`src/rtl/wb_stage_nlane.sv`:
```
// Multi-lane writeback stage: latches an EX bundle, squashes same-bundle WAW and r0 writes,
// and retires the survivors through RF_PORTS register-file write ports, oldest lane first.
module wb_stage_nlane #(
  parameter int unsigned LANES    = 2,
  parameter int unsigned RF_PORTS = 2
) (
  input  logic                     clk,
  input  logic                     reset,
  output logic                     ws_allowin,
  input  logic [LANES-1:0]         es_to_ws_valid,
  input  logic [LANES*70-1:0]      es_to_ws_bus,
  output logic [RF_PORTS*38-1:0]   ws_to_rf_bus,
  output logic                     ws_busy,
  output logic [31:0]              ws_retire_cnt
);

  localparam int unsigned CntW = $clog2(LANES + 1);

  // Held bundle state; the pc field is not needed past EX, so only dest/result are kept.
  logic                  ws_valid_q, ws_valid_d;
  logic [LANES-1:0]      valid_q, valid_d;
  logic [LANES-1:0]      pend_q, pend_d;
  logic [LANES*5-1:0]    dest_q, dest_d;
  logic [LANES*32-1:0]   res_q, res_d;
  logic [31:0]           cnt_q, cnt_d;

  logic [LANES-1:0]      in_we;
  logic [LANES*5-1:0]    in_dest;
  logic [LANES*32-1:0]   in_res;
  logic [LANES*32-1:0]   in_pc;
  logic                  unused_pc;

  logic [LANES-1:0]      cap_pend;
  logic [LANES-1:0]      sel;
  logic [CntW-1:0]       pend_cnt;
  logic [CntW-1:0]       valid_cnt;
  logic                  ws_ready_go;
  logic                  accept;
  logic [RF_PORTS*38-1:0] rf_bus;

  always_comb begin
    in_we   = '0;
    in_dest = '0;
    in_res  = '0;
    in_pc   = '0;
    for (int unsigned i = 0; i < LANES; i++) begin
      in_we[i]            = es_to_ws_bus[70*i+69];
      in_dest[5*i +: 5]   = es_to_ws_bus[70*i+64 +: 5];
      in_res[32*i +: 32]  = es_to_ws_bus[70*i+32 +: 32];
      in_pc[32*i +: 32]   = es_to_ws_bus[70*i +: 32];
    end
  end

  assign unused_pc = ^in_pc;

  // A lane writes only if it targets a non-zero register that no younger lane overwrites.
  always_comb begin
    cap_pend = '0;
    for (int unsigned i = 0; i < LANES; i++) begin
      if (es_to_ws_valid[i] && in_we[i] && (in_dest[5*i +: 5] != 5'd0)) begin
        cap_pend[i] = 1'b1;
      end
      for (int unsigned j = i + 1; j < LANES; j++) begin
        if (es_to_ws_valid[j] && in_we[j] && (in_dest[5*j +: 5] == in_dest[5*i +: 5])) begin
          cap_pend[i] = 1'b0;
        end
      end
    end
  end

  always_comb begin
    pend_cnt  = '0;
    valid_cnt = '0;
    for (int unsigned i = 0; i < LANES; i++) begin
      pend_cnt  = pend_cnt + CntW'(pend_q[i]);
      valid_cnt = valid_cnt + CntW'(valid_q[i]);
    end
  end

  assign ws_ready_go = ws_valid_q && (pend_cnt <= CntW'(RF_PORTS));
  assign ws_allowin  = !ws_valid_q || ws_ready_go;
  assign accept      = ws_allowin && (|es_to_ws_valid);

  // Pack the lowest-indexed pending lanes onto ports 0..RF_PORTS-1 in lane order.
  always_comb begin
    int unsigned n;
    n      = 0;
    sel    = '0;
    rf_bus = '0;
    for (int unsigned i = 0; i < LANES; i++) begin
      if (ws_valid_q && pend_q[i] && (n < RF_PORTS)) begin
        rf_bus[38*n +: 38] = {1'b1, dest_q[5*i +: 5], res_q[32*i +: 32]};
        sel[i]             = 1'b1;
        n                  = n + 1;
      end
    end
  end

  always_comb begin
    ws_valid_d = ws_valid_q;
    valid_d    = valid_q;
    pend_d     = pend_q & ~sel;
    dest_d     = dest_q;
    res_d      = res_q;
    cnt_d      = cnt_q;
    if (ws_ready_go) begin
      cnt_d = cnt_q + 32'(valid_cnt);
    end
    if (ws_allowin) begin
      ws_valid_d = |es_to_ws_valid;
    end
    if (accept) begin
      valid_d = es_to_ws_valid;
      pend_d  = cap_pend;
      dest_d  = in_dest;
      res_d   = in_res;
    end
  end

  always_ff @(posedge clk or negedge reset) begin
    if (!reset) begin
      ws_valid_q <= 1'b0;
      valid_q    <= '0;
      pend_q     <= '0;
      dest_q     <= '0;
      res_q      <= '0;
      cnt_q      <= '0;
    end else begin
      ws_valid_q <= ws_valid_d;
      valid_q    <= valid_d;
      pend_q     <= pend_d;
      dest_q     <= dest_d;
      res_q      <= res_d;
      cnt_q      <= cnt_d;
    end
  end

  assign ws_to_rf_bus  = rf_bus;
  assign ws_busy       = ws_valid_q;
  assign ws_retire_cnt = cnt_q;

endmodule

```
`config.mk`:
```
export PLATFORM = sky130hd
export DESIGN_NAME = wb_stage_nlane
export DESIGN_NICKNAME = d
export VERILOG_FILES = /design/src/rtl/wb_stage_nlane.sv
export SDC_FILE = /design/constraint.sdc
export NUM_CORES = 1
export LEC_CHECK = 0
export ABC_AREA = 1
export ABC_CLOCK_PERIOD_IN_PS = 3100
export CAP_MARGIN = 10
export CORE_MARGIN = 2
export CORE_UTILIZATION = 37
export DETAILED_ROUTE_END_ITERATION = 8
export GPL_ROUTABILITY_DRIVEN = 0
export PLACE_DENSITY = 0.73
export RECOVER_POWER = 25
export SLEW_MARGIN = 10
export SYNTH_ARGS = -nofsm -noshare
export SYNTH_HDL_FRONTEND = slang
export SYNTH_SLANG_ARGS = --single-unit
export TNS_END_PERCENT = 20
```
`constraint.sdc`:
```
create_clock -name clk -period 3.1 [get_ports clk]
set_clock_uncertainty 0.2 [all_clocks]
set_input_delay 0.62 -clock clk [delete_from_list [all_inputs] [get_ports clk]]
set_output_delay 0.62 -clock clk [all_outputs]
set_load 0.01 [all_outputs]
```
==> flow_summary.ini, run 1 <==
[worst_hold_path]
min_path_cells = 2
holdPathEnd = res_q[27]
min-delay-start = res_q[27]
holdCritPathClass = flop to flop

[yosys]
synthMuxAreaShare_pct = 0
yosysTopAreaCell = dfrtp_1
synthTopCellsByCount = nand2_1 (236), dfrtp_1 (111), inv_1 (79), nor2_1 (59), o21ai_0 (43)
synth_top_area_share_pct = 49.3
synth_edf_count = 0
synthSimpleGateAreaFrac_pct = 28.7
netlist_instances = 699
synth_compound_area_share_pct = 9.57
synth_fa_ha_area_share_pct = 0.577
syn_nets = 845
ys_warn_count = 0
synth_most_common_cell = nand2_1
synthFlopType = dfrtp_1
ys_ff_latch = 111
synth-seq-area-share_pct = 49.3
synth-xor-area-share_pct = 3.53
async_reset_ff_share_pct = 100
avgSynthCellArea_um2 = 8.06
netlist_area_um2 = 5640
synthTopCellsByArea = dfrtp_1 (49%), nand2_1 (16%), inv_1 (5.3%), o31ai_1 (4.9%), nor2_1 (3.9%)
synth_top_family_by_area = simple AND/OR/NAND/NOR gates
yosysUniqueCellTypes = 33

[sta]
setup_viol = 0
drv_slew = 0
hold_viol_final = 0
fin_ws_ns = 0.157
worstMarginPinSlew_ns = 1.25
period_needed_ns = 2.94
setup_tns_ns = 0
max_slew_margin_pct = 16.3
period_share_pct = 94.9
max_freq_ghz = 0.340
rsz0062_at_grt = yes

[floorplanning]
ioPinCount = 254
fp.dieH_um = 127
fp.dieW_um = 127
num_rows = 45
core_area_um2 = 15000
start_util_pct = 37.5
die_area_um2 = 16200

[cells_and_area]
drive_gt1_share_pct = 6.91
stdcell_area_um2 = 8000
area_growth_pct = 42.0
diodes = 0
fin_nets = 1024

[global_route]
grt_pass1_vias = 4881
grt_overflow_total = 0
antenna_found_initial = 0
grt_pass1_wl_mm = 24.9
track_usage_pct = 19.5
grt_max_degree = 57

[routing]
via_per_inst = 4.72
routedWlPerCell_um = 14.4
vias = 5053
drt-total-wl_mm = 15.4
drt-pass1-iter-count = 5
drc = 0
drt-initial-drc-count = 274
ant_nets = 0

[power]
worst_ir_drop_vdd_mv = 0.244
total_power_uw = 3720
leakagePower_uw = 0.00371
powerDensity_nw_per_um2 = 465

[worst_setup_path]
r2r_start = ws_retire_cnt[0]
r2r_end = ws_retire_cnt[22]
cp_cell_sequence = nand2_1, inv_2, buf_12, nand2_1, o31ai_1, clkdlybuf4s50_1
end_kind = primary output
worst_path_max_delay_cell = clkdlybuf4s50_1
worstPathArrival_ns = 2.12
crit_fanout = 20
startpoint_type = flop
crit_required_ns = 2.28
rr_worst_depth = 10
crit_top_cell = nand2_1
rrSetupSlack_ns = 0.71
cpPeakStageDelay_ns = 0.63
critPathKind = flop to primary output

[placement]
dpl.hpwl_mm = 10.9
dpl-instance-area_um2 = 7710
place_ws_ns = 0.488
port_buffers = 188

[cts]
clockBufferDepth = 2
cts_htree_levels = 3
postCtsSetupBuffers = 0
numCtsBuffers = 9
cts_num_sinks = 111
cts_repair_resize_count = 0
clock_latency_ns = 0.36
root_buffer = clkbuf_16
cts_hold_buf = 0
tritoncts = yes
path_clk_slew_ns = 0.07

[run_status]
run_status = finished clean

[run]
drv_cap = 0
## layer usage
layer	global-route usage (%)	up-vias	wire [µm]	share of wire, %
met5	0	-	0	0
met4	6.85	0	165	1.1
met3	5.82	8	1360	8.9
met2	32.6	168	7280	47
met1	24.1	2325	6570	43
li1	-	2552	-	-
## power by group
group | internal (µW) | switching [µW]
registers | 1580 | 104
clock network | 679 | 560
logic | 378 | 419
## cell usage in the layout (no fill, tap or decap), types with 9 or more instances in the layout
master,netlist,layout
nand2_1,236,236
clkdlybuf4s50_1,0,186
dfrtp_1,111,111
inv_1,79,79
nor2_1,59,59
o21ai_0,43,43
o31ai_1,37,37
nand3_1,19,19
nand4_1,12,12
xor2_1,11,11
clkbuf_16,0,9
## cell families (layout without fill, tap and decap cells)
group,Yosys count,count (layout)
buffers and inverters,114,298
other,1,1
AOI/OAI and AO/OA,86,86
and+or+nand+nor,364,364
xor gates and xnor gates,21,21
adders and majority gates,2,2
DFF,111,111
## area by class of cell
type,count,area [µm²]
clock buffer,11,253
clock inverter,5,63.8
inverter,83,312
multi-input combinational,474,2390
tap,188,235
timing repair buffer,199,1970
fill,1376,7030
sequential,111,2780
## worst max-delay path, delay by kind of cell (launching register included)
family | cells | cell delay, ns
and+or+nand+nor | 2 | 0.17
DFF | 1 | 0.39
buffers and inverters | 3 | 1.15
AOI/OAI and AO/OA | 1 | 0.06
## how the worst max path moves through the flow
stage / from / endpoint / slack, ns / depth (start not counted)
floorplan: ws_retire_cnt[0] / ws_retire_cnt[22] / 0.82 / 10
global placement: pend_q[0] / ws_to_rf_bus[46] / 0.52 / 5
detailed placement: pend_q[0] / ws_to_rf_bus[46] / 0.49 / 5
CTS: pend_q[0] / ws_to_rf_bus[46] / 0.08 / 5
global route: pend_q[0] / ws_to_rf_bus[1] / -0.008 / 6
finish: pend_q[0] / ws_to_rf_bus[1] / 0.16 / 6
## through the flow
| step | instances | utilization, % | hold WS [ns] |
|---|---|---|---|
| final | 1071 | 53.2 | 0.283 |
| after global routing | 1071 | 53.2 | 0.301 |
| after detailed placement | 1055 | 51.3 | 0.266 |
| after CTS | 1071 | 53.4 | 0.102 |
| after global placement | 1055 | 51.3 | 0.263 |
| after floorplan | 699 | - | 0.124 |
## sequential cells by signal (all words and copies together) (netlist names)
name           count
ws_busy            1
valid_q            2
ws_retire_cnt     32
dest_q            10
pend_q             2
res_q             64
(Power assumes the default switching activity.)
==> run 2, diff against run 1 <==
- REMOVE_ABC_BUFFERS: unset -> 1
==> run 2 against run 1 <==
Compared with the run above:
- fmax barely moved
- critical endpoint is now ws_to_rf_bus[53]
- flip-flop and latch count did not move
- critical path depth fell by 1
- global-route usage rose by 0.12 points
==> flow_summary.ini, run 2 (synthesis results as in run 1) <==
[run_status]
run_status = finished clean

[routing]
drt-pass1-iter-count = 4
routedWlPerCell_um = 14.6
vias = 5150
via_per_inst = 4.81
drt-total-wl_mm = 15.7
ant_nets = 0
drt-initial-drc-count = 356
drc = 0

[global_route]
track_usage_pct = 19.6
grt_pass1_vias = 4879
antenna_found_initial = 0
grt_overflow_total = 0
grt_pass1_wl_mm = 25.2
grt_max_degree = 61

[sta]
period_needed_ns = 2.94
worstMarginPinSlew_ns = 1.12
hold_viol_final = 0
setup_viol = 0
max_slew_margin_pct = 25.2
max_freq_ghz = 0.340
period_share_pct = 94.9
rsz0062_at_grt = no
drv_slew = 0
fin_ws_ns = 0.159
setup_tns_ns = 0
hold-worst-slack_ns = 0.274

[worst_setup_path]
crit_required_ns = 2.28
worstPathArrival_ns = 2.12
crit_fanout = 37
crit_top_cell = nor2_1
path_delay_family = buffers and inverters
worst_path_max_delay_cell = clkdlybuf4s50_1
end_kind = primary output
critPathKind = flop to primary output
startpoint_type = flop
cp_cell_sequence = nand2_1, nor2_1, inv_4, nor2_1, clkdlybuf4s50_1
cpPeakStageDelay_ns = 0.60
crit_buf_inv = 2

[floorplanning]
fp.dieW_um = 127
die_area_um2 = 16200
core_area_um2 = 15000
fp.dieH_um = 127
ioPinCount = 254
start_util_pct = 37.5
num_rows = 45

[cts]
clockBufferDepth = 2
cts_repair_resize_count = 0
clock_latency_ns = 0.35
postCtsSetupBuffers = 0
cts_htree_levels = 3
cts_num_sinks = 111
tritoncts = yes
path_clk_slew_ns = 0.07
root_buffer = clkbuf_16
cts_hold_buf = 0
numCtsBuffers = 9

[cells_and_area]
final_cell_mix = nand2_1 (236), clkdlybuf4s50_1 (187), dfrtp_1 (111)
seq_area_um2 = 2780
fin_nets = 1024
largest_reg_flops = 64
multi_input_area_um2 = 2390
drive_gt1_share_pct = 6.91
fillCellCount = 1438
diodes = 0
area_growth_pct = 41.5
top_register = res_q
layout_commonest_cell = nand2_1

[worst_hold_path]
holdCritPathClass = input port to asynchronous set/reset pin

[placement]
port_buffers = 188
dpl.hpwl_mm = 10.9
place_ws_ns = 0.456

[power]
total_power_uw = 3650
leakagePower_uw = 0.00371
powerDensity_nw_per_um2 = 457
worst_ir_drop_vdd_mv = 0.432

[run]
drv_cap = 0
[run 2: final cells by class]
type	count	area share, %
Clock buffer	11	3.04
Clock inverter	5	0.722
Inverter	83	3.94
Multi-Input combinational cell	474	30.0
Sequential cell	111	34.8
Tap cell	188	2.95
Timing Repair Buffer	199	24.5
[run 2: report_power, final]
part	switching, µW	internal [µW]
combinational	415	376
sequential	104	1580
clock	523	650
total	1040	2610
[run 2: metrics by stage]
stage	utilization (%)	instance area, µm²	instances
2_1_floorplan	-	5480	668
3_3_place_gp	51.3	7710	1055
3_5_place_dp	51.3	7710	1055
4_1_cts	53.3	8010	1071
5_1_grt	53.1	7980	1071
6_report	53.1	7980	1071
[run 2: final timing paths]
path / start / end / slack, ns / cells after the start
worst max-delay path: ws_busy / ws_to_rf_bus[53] / 0.16 / 5
worst min-delay path: reset / ws_retire_cnt[21] / 0.27 / 1
worst max register to register: ws_retire_cnt[0] / ws_retire_cnt[22] / 0.68 / 10
worst min register to register: res_q[4] / res_q[4] / 0.28 / 2
max in group asynchronous: reset / ws_retire_cnt[5] / 0.93 / 2
min in group clk: res_q[4] / res_q[4] / 0.28 / 2
[run 2: metal layers]
layer / track usage [%] / vias to the layer above / part of all wire [%]
met4: 6.59 / 0 / 2.0
met2: 30.9 / 180 / 45
met3: 4.77 / 19 / 7.2
met5: 0 / - / 0
li1: - / 2551 / -
met1: 26.7 / 2400 / 46
